--- src/rtl/if_queue_pred_if.sv ---
// Fetch-unit bus bundle: byte-serial memory port toward the arbiter plus the
// valid/ready instruction stream toward the decoder.
interface if_queue_pred_if;
    logic        mem_busy;
    logic [7:0]  mem_din;
    logic [31:0] mem_a;
    logic        mem_wr;
    logic        out_valid;
    logic        out_ready;
    logic [31:0] out_ins;
    logic [31:0] out_pc;
    logic        out_pred_taken;
    logic [31:0] out_pred_pc;

    modport master (
        input  mem_busy, mem_din, out_ready,
        output mem_a, mem_wr, out_valid, out_ins, out_pc, out_pred_taken, out_pred_pc
    );

    modport slave (
        output mem_busy, mem_din, out_ready,
        input  mem_a, mem_wr, out_valid, out_ins, out_pc, out_pred_taken, out_pred_pc
    );
endinterface

--- src/rtl/if_queue_pred.sv ---
// Byte-serial instruction fetch with a DEPTH-entry first-word-fall-through queue
// and static JAL predecode; the ROB repairs mispredictions through clear/jump_pc.
module if_queue_pred #(
    parameter int unsigned QUEUE_AW    = 2,
    parameter logic [31:0] RESET_PC    = 32'h0,
    parameter bit          PREDICT_JAL = 1'b1
) (
    input  logic            clk_in,
    input  logic            rst_in,
    input  logic            rdy_in,
    input  logic            clear,
    input  logic [31:0]     jump_pc,
    if_queue_pred_if.master bus
);

    localparam int unsigned       DEPTH      = 2 ** QUEUE_AW;
    localparam logic [QUEUE_AW:0] FULL_COUNT = {1'b1, {QUEUE_AW{1'b0}}};
    localparam logic [QUEUE_AW:0] LAST_FREE  = FULL_COUNT - 1'b1;

    typedef enum logic [2:0] {IDLE, BYTE1, BYTE2, BYTE3, BYTE4} fetch_state_t;

    fetch_state_t state, state_next;

    logic [31:0] pc;
    logic [31:0] mem_a_q;
    logic [31:0] mem_a_next;
    logic [7:0]  byte0, byte1, byte2;

    logic [31:0] q_ins       [DEPTH];
    logic [31:0] q_pc        [DEPTH];
    logic [31:0] q_pred_pc   [DEPTH];
    logic        q_pred_taken[DEPTH];

    logic [QUEUE_AW-1:0] head, tail;
    logic [QUEUE_AW:0]   count;

    logic        has_room, room_after_push;
    logic        load_mem_a, cap0, cap1, cap2, push, pop;
    logic        out_valid;
    logic [31:0] ins, jal_imm, pred_pc;
    logic        pred_taken;

    // Byte 3 is consumed straight from the port on the completing cycle.
    assign ins        = {bus.mem_din, byte2, byte1, byte0};
    assign jal_imm    = {{11{ins[31]}}, ins[31], ins[19:12], ins[20], ins[30:21], 1'b0};
    assign pred_taken = PREDICT_JAL && (ins[6:0] == 7'b1101111);
    assign pred_pc    = pred_taken ? pc + jal_imm : pc + 32'd4;

    assign has_room        = (count != FULL_COUNT);
    assign room_after_push = (count < LAST_FREE);

    assign out_valid = rdy_in && (count != '0);
    assign pop       = out_valid && bus.out_ready && !clear;

    assign bus.out_valid      = out_valid;
    assign bus.out_ins        = q_ins[head];
    assign bus.out_pc         = q_pc[head];
    assign bus.out_pred_taken = q_pred_taken[head];
    assign bus.out_pred_pc    = q_pred_pc[head];
    assign bus.mem_a          = mem_a_q;
    assign bus.mem_wr         = 1'b0;

    always_ff @(posedge clk_in) begin
        if (rst_in) begin
            state <= IDLE;
        end else if (rdy_in) begin
            state <= clear ? IDLE : state_next;
        end
    end

    // Losing the port mid-instruction drops every collected byte; refetch from byte 0.
    always_comb begin
        state_next = state;
        case (state)
            IDLE:    if (!bus.mem_busy && has_room) state_next = BYTE1;
            BYTE1:   state_next = bus.mem_busy ? IDLE : BYTE2;
            BYTE2:   state_next = bus.mem_busy ? IDLE : BYTE3;
            BYTE3:   state_next = bus.mem_busy ? IDLE : BYTE4;
            BYTE4:   state_next = (!bus.mem_busy && room_after_push) ? BYTE1 : IDLE;
            default: state_next = IDLE;
        endcase
    end

    always_comb begin
        load_mem_a = 1'b0;
        mem_a_next = mem_a_q;
        cap0       = 1'b0;
        cap1       = 1'b0;
        cap2       = 1'b0;
        push       = 1'b0;
        case (state)
            IDLE: if (!bus.mem_busy && has_room) begin
                load_mem_a = 1'b1;
                mem_a_next = pc;
            end
            BYTE1: if (!bus.mem_busy) begin
                cap0       = 1'b1;
                load_mem_a = 1'b1;
                mem_a_next = pc + 32'd1;
            end
            BYTE2: if (!bus.mem_busy) begin
                cap1       = 1'b1;
                load_mem_a = 1'b1;
                mem_a_next = pc + 32'd2;
            end
            BYTE3: if (!bus.mem_busy) begin
                cap2       = 1'b1;
                load_mem_a = 1'b1;
                mem_a_next = pc + 32'd3;
            end
            BYTE4: if (!bus.mem_busy) begin
                push = 1'b1;
                if (room_after_push) begin
                    load_mem_a = 1'b1;
                    mem_a_next = pred_pc;
                end
            end
            default: ;
        endcase
    end

    always_ff @(posedge clk_in) begin
        if (rst_in) begin
            pc      <= RESET_PC;
            mem_a_q <= '0;
            head    <= '0;
            tail    <= '0;
            count   <= '0;
        end else if (rdy_in) begin
            if (clear) begin
                pc    <= jump_pc;
                head  <= '0;
                tail  <= '0;
                count <= '0;
            end else begin
                if (load_mem_a) mem_a_q <= mem_a_next;
                if (push) begin
                    tail <= tail + 1'b1;
                    pc   <= pred_pc;
                end
                if (pop) head <= head + 1'b1;
                if (push && !pop) begin
                    count <= count + 1'b1;
                end else if (!push && pop) begin
                    count <= count - 1'b1;
                end
            end
        end
    end

    always_ff @(posedge clk_in) begin
        if (!rst_in && rdy_in && !clear) begin
            if (cap0) byte0 <= bus.mem_din;
            if (cap1) byte1 <= bus.mem_din;
            if (cap2) byte2 <= bus.mem_din;
            if (push) begin
                q_ins[tail]        <= ins;
                q_pc[tail]         <= pc;
                q_pred_taken[tail] <= pred_taken;
                q_pred_pc[tail]    <= pred_pc;
            end
        end
    end

endmodule

--- src/flat_wrapper.sv ---
// flat-port wrapper written by rule: the top's interface ports become plain ports
module if_queue_pred_flat 
#(
    parameter int unsigned QUEUE_AW    = 2,
    parameter logic [31:0] RESET_PC    = 32'h0,
    parameter bit          PREDICT_JAL = 1'b1
)
  (clk_in, rst_in, rdy_in, clear, jump_pc, bus_mem_busy, bus_mem_din, bus_out_ready, bus_mem_a, bus_mem_wr, bus_out_valid, bus_out_ins, bus_out_pc, bus_out_pred_taken, bus_out_pred_pc);
  if_queue_pred_if bus_i ();
  input  logic clk_in;
  input  logic rst_in;
  input  logic rdy_in;
  input  logic clear;
  input  logic [31:0] jump_pc;
  input wire logic [$bits(bus_i.mem_busy)-1:0] bus_mem_busy;
  input wire logic [$bits(bus_i.mem_din)-1:0] bus_mem_din;
  input wire logic [$bits(bus_i.out_ready)-1:0] bus_out_ready;
  output wire logic [$bits(bus_i.mem_a)-1:0] bus_mem_a;
  output wire logic [$bits(bus_i.mem_wr)-1:0] bus_mem_wr;
  output wire logic [$bits(bus_i.out_valid)-1:0] bus_out_valid;
  output wire logic [$bits(bus_i.out_ins)-1:0] bus_out_ins;
  output wire logic [$bits(bus_i.out_pc)-1:0] bus_out_pc;
  output wire logic [$bits(bus_i.out_pred_taken)-1:0] bus_out_pred_taken;
  output wire logic [$bits(bus_i.out_pred_pc)-1:0] bus_out_pred_pc;
  assign bus_i.mem_busy = bus_mem_busy;
  assign bus_i.mem_din = bus_mem_din;
  assign bus_i.out_ready = bus_out_ready;
  assign bus_mem_a = bus_i.mem_a;
  assign bus_mem_wr = bus_i.mem_wr;
  assign bus_out_valid = bus_i.out_valid;
  assign bus_out_ins = bus_i.out_ins;
  assign bus_out_pc = bus_i.out_pc;
  assign bus_out_pred_taken = bus_i.out_pred_taken;
  assign bus_out_pred_pc = bus_i.out_pred_pc;
  if_queue_pred #(.QUEUE_AW(QUEUE_AW), .RESET_PC(RESET_PC), .PREDICT_JAL(PREDICT_JAL)) u_core (.clk_in(clk_in), .rst_in(rst_in), .rdy_in(rdy_in), .clear(clear), .jump_pc(jump_pc), .bus(bus_i));
endmodule
--- config.mk ---
export PLATFORM = sky130hd
export DESIGN_NAME = if_queue_pred_flat
export DESIGN_NICKNAME = d
export VERILOG_FILES = /design/src/rtl/if_queue_pred_if.sv /design/src/rtl/if_queue_pred.sv /design/src/flat_wrapper.sv
export SDC_FILE = /design/constraint.sdc
export NUM_CORES = 1
export LEC_CHECK = 0
export BUFFER_PORTS_ARGS = -buffer_cell sky130_fd_sc_hd__buf_2
export CORE_MARGIN = 5
export CORE_UTILIZATION = 25
export CTS_BUF_LIST = sky130_fd_sc_hd__clkbuf_16
export DETAILED_ROUTE_END_ITERATION = 12
export PLACE_DENSITY = 0.37
export RECOVER_POWER = 100
export SLEW_MARGIN = 10
export SYNTH_ARGS = -nofsm -noshare
export SYNTH_HDL_FRONTEND = slang
export SYNTH_SLANG_ARGS = --single-unit
--- constraint.sdc ---
create_clock -name clk_in -period 4.9 [get_ports clk_in]
set_input_delay 0.735 -clock clk_in [delete_from_list [all_inputs] [get_ports clk_in]]
set_output_delay 0.735 -clock clk_in [all_outputs]
set_load 0.1 [all_outputs]
* Word level (Yosys, flattened, before mapping) *
Memory sizes are Yosys's and may differ from the RTL's. A register that Yosys moved wholly into a read port is not among the register bits.
Index checks and enable logic that the tools add are counted.

storage, ports and cells
  bits in registers = 98
  latch bits = 0
  memory bits (writable) = 388
  memory bits (read-only) = 0
  word-level logic and storage cells = 110
  memories = 4

memory list
  memory               words  width  rd ports  clocked after memory_dff  write ports  RTL line             source
  u_core.q_ins         4      32     1         1                         1            if_queue_pred.sv:29  logic [31:0] q_ins [DEPTH];
  u_core.q_pc          4      32     1         1                         1            if_queue_pred.sv:30  logic [31:0] q_pc [DEPTH];
  u_core.q_pred_pc     4      32     1         1                         1            if_queue_pred.sv:31  logic [31:0] q_pred_pc [DEPTH];
  u_core.q_pred_taken  4      1      1         1                         1            if_queue_pred.sv:32  logic q_pred_taken[DEPTH];

cells by class
  add/sub/neg operators = 9
  $mul = 0
  div/mod/pow operators = 0
  magnitude comparators = 1
  equal/unequal tests = 13
  shift operators = 0
  mux-type cells = 44
  bitwise gates (word level) = 1
  reductions and logical operators = 29

operator list
  operator                                                         count
  32-bit 2-to-1 mux                                                9
  32-bit one-hot mux with 5 select lines                           1
  32-bit by 2-bit adder with 32-bit output, second input constant  2
  32-bit by 1-bit adder with 32-bit output, second input constant  1
  32-bit by 3-bit adder with 32-bit output, second input constant  1
  32-bit adder                                                     1
  2-bit 2-to-1 mux                                                 14
  3-bit 2-to-1 mux                                                 6
  3-bit one-hot mux with 5 select lines                            1
  2-bit AND reduction                                              7
  1-bit 2-to-1 mux                                                 12
  10-bit AND reduction                                             1
  1-bit logical AND                                                9
  2-bit != test, second input constant                             4
  7-bit == test, second input constant                             1
  3-bit by 2-bit == test with 1-bit output, second input constant  2
  3-bit nonzero test                                               2
  1-bit zero test                                                  5
  5-bit nonzero test                                               1
  2-bit by 1-bit adder with 2-bit output, second input constant    2
  2-bit by 1-bit != test with 1-bit output, second input constant  2
  2-bit nonzero test                                               2
  3-bit by 1-bit adder with 3-bit output, second input constant    1
  3-bit by 1-bit == test with 1-bit output, second input constant  1
  other kinds (9)                                                  9

* Longest topological paths before layout *
Gate-level depths: netlist (run 1).

  depth after elaboration = 8
  mapped depth = 14

* Worst setup path before layout (run 1) *
OpenSTA, ideal clock, no wires.

  kind = input-to-reg
  start = input clear
  end = memory u_core.q_ins[0][0] (enable)
  library setup time = 466 ps
  arrival time = 3734 ps
  required time = 4434 ps
  setup slack = 700 ps
  stages = 5
  path buffers = 1
  cells stage by stage = clkbuf_1 -> inv_1 -> nand2_1 -> nor3_2 -> and3_1

on the way
  word-level cells in the longest chain between the ends = 4

RTL lines
  what                                    RTL line              source
  start, declared                         flat_wrapper.sv:13    input logic clear;
  1-bit zero test                         if_queue_pred.sv:152  if (!rst_in && rdy_in && !clear) begin
  1-bit logical AND                       if_queue_pred.sv:152
  1-bit 2-to-1 mux                        if_queue_pred.sv:152
  1-bit 2-to-1 mux (implied by the code)  if_queue_pred.sv:157  q_ins[tail] <= ins;
  end, declared                           if_queue_pred.sv:29

Every way passes these cells.

* Final worst setup path (run 1) *
  start = register u_core.state[2]
  end = memory u_core.q_ins[3][30] (enable)

on the way
  word-level cells in the longest chain between the ends = 5

RTL lines
  what                                    RTL line              source
  start, declared                         if_queue_pred.sv:22   fetch_state_t state, state_next;
  start signal, assigned                  if_queue_pred.sv:67   state <= clear ? IDLE : state_next;
  3-bit == test                           if_queue_pred.sv:91   case (state)
  1-bit 2-to-1 mux                        if_queue_pred.sv:91
  1-bit 2-to-1 mux                        if_queue_pred.sv:156  if (push) begin
  1-bit 2-to-1 mux                        if_queue_pred.sv:152
  1-bit 2-to-1 mux (implied by the code)  if_queue_pred.sv:157

Every way passes these cells.

==> reports/qor.yml, run 1 <==
synth:
  synthMuxAreaShare_pct: 10.17
  synth_compound_area_share_pct: 10.96
  synth_top_flop_cell: "edfxtp_1"
  synth-edff-count: 408
  synth_nets: 1735
  syn_inst: 1649
  synth-seq-cells: 484
  ys_seq_area_share_pct: 61.59
  synth_top_family_by_area: "compound AO/OA/AOI/OAI gates"
  yosysWarnings: 0
  syn_avg_cell_area_um2: 13.56
  synth-adder-area-share_pct: 2.339
  synth_simple_gate_area_share_pct: 9.596
  async_flop_share_pct: 0
  syn_area_mm2: 0.02236
  synth_xor_area_share_pct: 2.546
  synth_cell_types: 91
placed_design:
  hpwl_um: 57460
  port_buffers: 175
  gp_congestion: 0.9000
  place_area_mm2: 0.02494
global_routing:
  grt_pass1_wl_um: 115700
  overflow: 0
  antenna_found_initial: 2
  grt_max_degree: 78
  first_global_vias: 15480
  grt_usage_pct: 16.48
drt:
  vias: 15300
  wl_per_cell_um: 26.29
  routed_wl_um: 80300
  via_per_inst: 5.009
  dr.first_iter.drc_count: 1234
  drc: 0
  drtAntennaViolNets: 0
  dr.pass1.iters: 5
worst_setup_path:
  required_ns: 5.16
  crit_path_max_fanout: 17
  arrival_ns: 4.48
  rr_worst_depth: 4
  endpoint_kind: "flop"
  critPathKind: "flop to flop"
  start_kind: "flop"
final_layout:
  layout_common_cells: "edfxtp_1 (408), nor2_1 (129), nand2_1 (109), o21ai_0 (109), mux4_2 (96)"
  area_growth_pct: 18.18
  nNetsFinal: 1928
  stdcell_area_mm2: 0.02643
  drive_gt1_share_pct: 19.70
  layout_commonest_cell: "edfxtp_1"
floorplanning:
  die_area_mm2: 0.09553
  coreArea_mm2: 0.08865
  num_io_pins: 177
  dieHeight_um: 309.1
  initial_utilization_pct: 25.23
  rows: 109
  dieWidth_um: 309.1
sta:
  hold_viol: 0
  fin_skew_ns: 0.03226
  rsz0062_at_grt: "false"
  setup_viol: 0
  tns_ns: 0
  fmax_ghz: 0.2370
  slew_viol_final: 46
  relSlewSlack_pct: -11.73
  period_share_pct: 86.11
  worstMarginPinSlew_ns: 1.676
  period_needed_ns: 4.219
run:
  drv_cap: 3
clock_tree:
  cts.sinks: 484
  insertion_delay_ns: 0.63
  numCtsBuffers: 56
  root_buffer: "clkbuf_16"
  post_cts_buffers: 0
  path_clk_slew_ns: 0.06
  cts_max_level: 2
  cts_tree: "done"
  clk_path_buf_depth: 3
  post_cts_resized: 0
  ctsHoldBuffers: 0
power:
  p_leak_nw: 8.639
  power_density_mw_per_mm2: 355.7
  ir_worst_vdd_v: 0.0002878
min_path:
  hold_depth: 3
  hold_path_class: "primary input to flop"
status:
  status: "finished with violations"
  violations: "max-capacitance violations, max-slew violations"
-- state kept, by name, indices dropped and copies added, names as in the netlist, 8 cells and up, named ones only --
signal and cells:
u_core.q_ins 128, u_core.q_pc 128, u_core.q_pred_pc 124, u_core.bus.mem_a 32
u_core.pc 32, u_core.byte0 8, u_core.byte1 8, u_core.byte2 8
-- critical path, cell delays in order (launching register included) --
cell and delay, ns:
dfxtp_1 0.74, or3b_1 0.69, nor3_1 0.71, and3_1 1.12
clkbuf_1 0.57
-- power by group --
group | switching (W) | total, W | internal, W | leakage [nW]
sequential | 0.0000679 | 0.00455 | 0.00448 | 4.33
clock | 0.00179 | 0.00421 | 0.00242 | 0.929
combinational | 0.000476 | 0.000642 | 0.000166 | 3.38
-- cells by family (layout without fill, tap and decap cells) --
family | Yosys count | in the layout
and+or+nand+nor | 432 | 432
buffers and inverters | 142 | 381
muxes | 107 | 107
AOI/OAI and AO/OA | 378 | 378
xor gates and xnor gates | 65 | 65
other | 1 | 2
DFF | 484 | 484
adders and majority gates | 40 | 40
-- per-layer routing --
layer  vias to the layer above  routed length (um)  track usage (%)
li1                       6840                   -                -
met3                        90                3934            2.444
met5                         -                   0                0
met4                         0                1659            3.787
met1                      7932               37040            23.61
met2                       435               37660            26.59
-- synth_stat cells (33+ instances only) --
cell / n / share of area (%)
mux4_2: 96 / 9.7
a21oi_1: 90 / 2.0
nor3_1: 46 / 1.0
nand2_1: 109 / 1.8
edfxtp_1: 408 / 55
dfxtp_1: 76 / 6.8
o21ai_0: 107 / 2.4
clkbuf_1: 61 / 1.0
nor2_1: 127 / 2.1
xnor2_1: 39 / 1.5
nand3_1: 33 / 0.74
ha_1: 37 / 2.1
-- metrics by stage --
step	hold WS (ns)	setup WS (ns)	utilization [%]	cells	total power (W)
global placement	0.4328	0.8555	28.14	2949	0.005292
CTS	0.3314	0.7996	30.24	3053	0.009554
detailed placement	0.4335	0.7853	28.14	2949	0.005291
floorplan	0.4410	0.6997	-	1649	0.005021
global route	0.3566	0.4310	29.81	3053	0.009749
finish	0.3882	0.6806	29.81	3054	0.009401
-- layout make-up --
| class | count | area, um^2 |
|---|---|---|
| Fill cell | 8968 | 62220 |
| Sequential cell | 484 | 13780 |
| Multi-Input combinational cell | 1023 | 7905 |
| Tap cell | 1165 | 1458 |
| Clock buffer | 56 | 1401 |
| Timing Repair Buffer | 250 | 1316 |
| Clock inverter | 48 | 464.2 |
| Inverter | 27 | 101.3 |
| Antenna cell | 1 | 2.502 |
-- path summary, 6_finish.rpt --
| check | start | to | slack (ns) |
|---|---|---|---|
| setup / recovery | u_core.state[2] | u_core.q_ins[3][30] | 0.68 |
| hold / removal | jump_pc[0] | u_core.pc[0] | 0.39 |
| setup reg to reg | u_core.state[2] | u_core.q_ins[3][30] | 0.68 |
| hold reg to reg | u_core.bus.mem_a[13] | u_core.bus.mem_a[13] | 0.44 |
(Power assumes the default switching activity.)
==> run 2, diff against run 1 <==
REMOVE_ABC_BUFFERS = 1   (was not set)
==> run 2 against run 1 <==
Combinational power fell by 7.6%. Wire length is 3.1% lower. The run still ends with max-capacitance violations, max-slew violations left. Clock skew fell by 0.0052 ns.
==> reports/qor.yml, run 2 (synthesis results as in run 1) <==
floorplanning:
  dieHeight_um: 309.1  # unchanged
  dieWidth_um: 309.1  # unchanged
  num_io_pins: 177  # unchanged
  die_area_mm2: 0.09553  # unchanged
  coreArea_mm2: 0.08865  # unchanged
  rows: 109  # unchanged
  initial_utilization_pct: 25.23  # unchanged
final_layout:
  largestRegisters: "u_core.q_ins x128, u_core.q_pc x128, u_core.q_pred_pc x124"
  drive_gt1_share_pct: 19.58  # -0.12 points
  stdcell_area_mm2: 0.02644  # about the same
  layout_commonest_cell: "edfxtp_1"
  nNetsFinal: 1907  # -1.1%
  diodes: 0  # -1
  area_growth_pct: 18.24  # about the same
  fin_cells: 3034  # -0.65%
  layout_common_cells: "edfxtp_1 (408), nor2_1 (128), nand2_1 (109), o21ai_0 (109), buf_2 (107)"
clock_tree:
  post_cts_resized: 0  # unchanged
  insertion_delay_ns: 0.63  # about the same
  clk_path_buf_depth: 3  # unchanged
  cts_tree: "done"
  path_clk_slew_ns: 0.06  # about the same
  cts_max_level: 2  # unchanged
  cts.sinks: 484  # unchanged
  numCtsBuffers: 56  # unchanged
  post_cts_buffers: 0  # unchanged
  ctsHoldBuffers: 0  # unchanged
  root_buffer: "clkbuf_16"
worst_setup_path:
  critPathSlowestCell: "clkbuf_1"
  crit_path_max_fanout: 14  # -3
  arrival_ns: 4.41  # -0.07 ns
  required_ns: 5.23  # +0.07 ns
  start_kind: "flop"
  critPathKind: "flop to flop"
  critPathMostFrequentCell: "o21ai_0"
  critPathMaxStageDelay_ns: 0.65  # -0.47 ns
  path_cells: "clkbuf_1 -> ha_1 -> fa_1 -> a211oi_1 -> o21a_1 -> a211o_1 -> a21oi_1 -> o21ai_0 -> o21ai_0 -> xnor2_1 -> mux2i_1"
  endpoint_kind: "flop"
placed_design:
  gp_congestion: 0.8734  # -3.0%
  place_area_mm2: 0.02478  # -0.65%
  dpl.cell_count: 2928  # -0.71%
  port_buffers: 175  # unchanged
  place_ws_ns: 1.067  # +0.2817 ns
  hpwl_um: 54030  # -6.0%
run:
  drv_cap: 1  # -2
drt:
  routed_wl_um: 77820  # -3.1%
  wl_per_cell_um: 25.65  # -2.4%
  drc: 0  # unchanged
  drtAntennaViolNets: 0  # unchanged
  via_per_inst: 4.941  # -1.4%
  vias: 14990  # -2.0%
  dr.first_iter.drc_count: 1096  # -11%
  dr.pass1.iters: 5  # unchanged
global_routing:
  grt_max_degree: 62  # -21%
  first_global_vias: 15220  # -1.7%
  grt_pass1_wl_um: 112200  # -3.1%
  grt_usage_pct: 15.90  # -0.58 points
  overflow: 0  # unchanged
  antenna_found_initial: 2  # unchanged
sta:
  fmax_ghz: 0.2448  # +3.3%
  setup_viol: 0  # unchanged
  period_share_pct: 83.37  # -2.7 points
  setup_ws_ns: 0.8150  # +0.1344 ns
  period_needed_ns: 4.085  # -0.1344 ns
  worstMarginPinSlew_ns: 1.732  # +0.05571 ns
  rsz0062_at_grt: "false"
  tns_ns: 0  # unchanged
  relSlewSlack_pct: -16.41  # -4.7 points
  slew_viol_final: 9  # -80%
  hold_viol: 0  # unchanged
  fin_skew_ns: 0.02710  # -0.005157 ns
min_path:
  hold_path_class: "primary input to flop"
power:
  power_density_mw_per_mm2: 358.6  # +0.79%
  ir_worst_vdd_v: 0.0001847  # -36%
  p_leak_nw: 8.615  # -0.28%
status:
  status: "finished with violations"
  violations: "max-capacitance violations, max-slew violations"
run 2: layout make-up:
class,count,area (um^2)
inverter,27,101.3
sequential,484,13780
fill,9045,62210
timing repair buffer,229,1216
clock buffer,56,1401
tap,1165,1458
multi-input combinational,1023,7950
clock inverter,50,534.3
run 2: per-layer routing:
metal / vias up / routed length (um) / GRT usage (%)
met3: 91 / 3148 / 2.348
met1: 7726 / 35630 / 22.28
met2: 363 / 37550 / 26.38
li1: 6810 / - / -
met5: - / 0 / 0
met4: 0 / 1495 / 3.421
run 2: final timing paths:
path,slack (ns),depth (start not counted),to,startpoint
setup / recovery,0.82,11,u_core.q_pred_pc[1][29],u_core.pc[1]
hold / removal,0.36,3,u_core.pc[0],jump_pc[0]
setup reg to reg,0.82,11,u_core.q_pred_pc[1][29],u_core.pc[1]
hold reg to reg,0.48,1,flop,u_core.head[1]
run 2: where the power goes:
part,internal (W),switching [W]
clock network,0.00253,0.00178
registers,0.00448,0.0000882
logic,0.000163,0.000431
run 2: worst max-delay path, delay by kind of cell (launching register included):
family | cells | cell delay [ns]
AOI/OAI and AO/OA | 6 | 1.66
xor gates and xnor gates | 1 | 0.26
adders and majority gates | 2 | 0.61
buffers and inverters | 1 | 0.65
DFF | 1 | 0.41
muxes | 1 | 0.20
run 2: through the flow:
stage          utilization, %  power [W]  hold WS, ns
2_1_floorplan               -   0.004996       0.4357
3_3_place_gp            27.95   0.005260       0.4474
3_5_place_dp            27.95   0.005261       0.4622
4_1_cts                 30.14   0.009621       0.3268
5_1_grt                 29.83   0.009846       0.3563
6_report                29.83   0.009480       0.3601
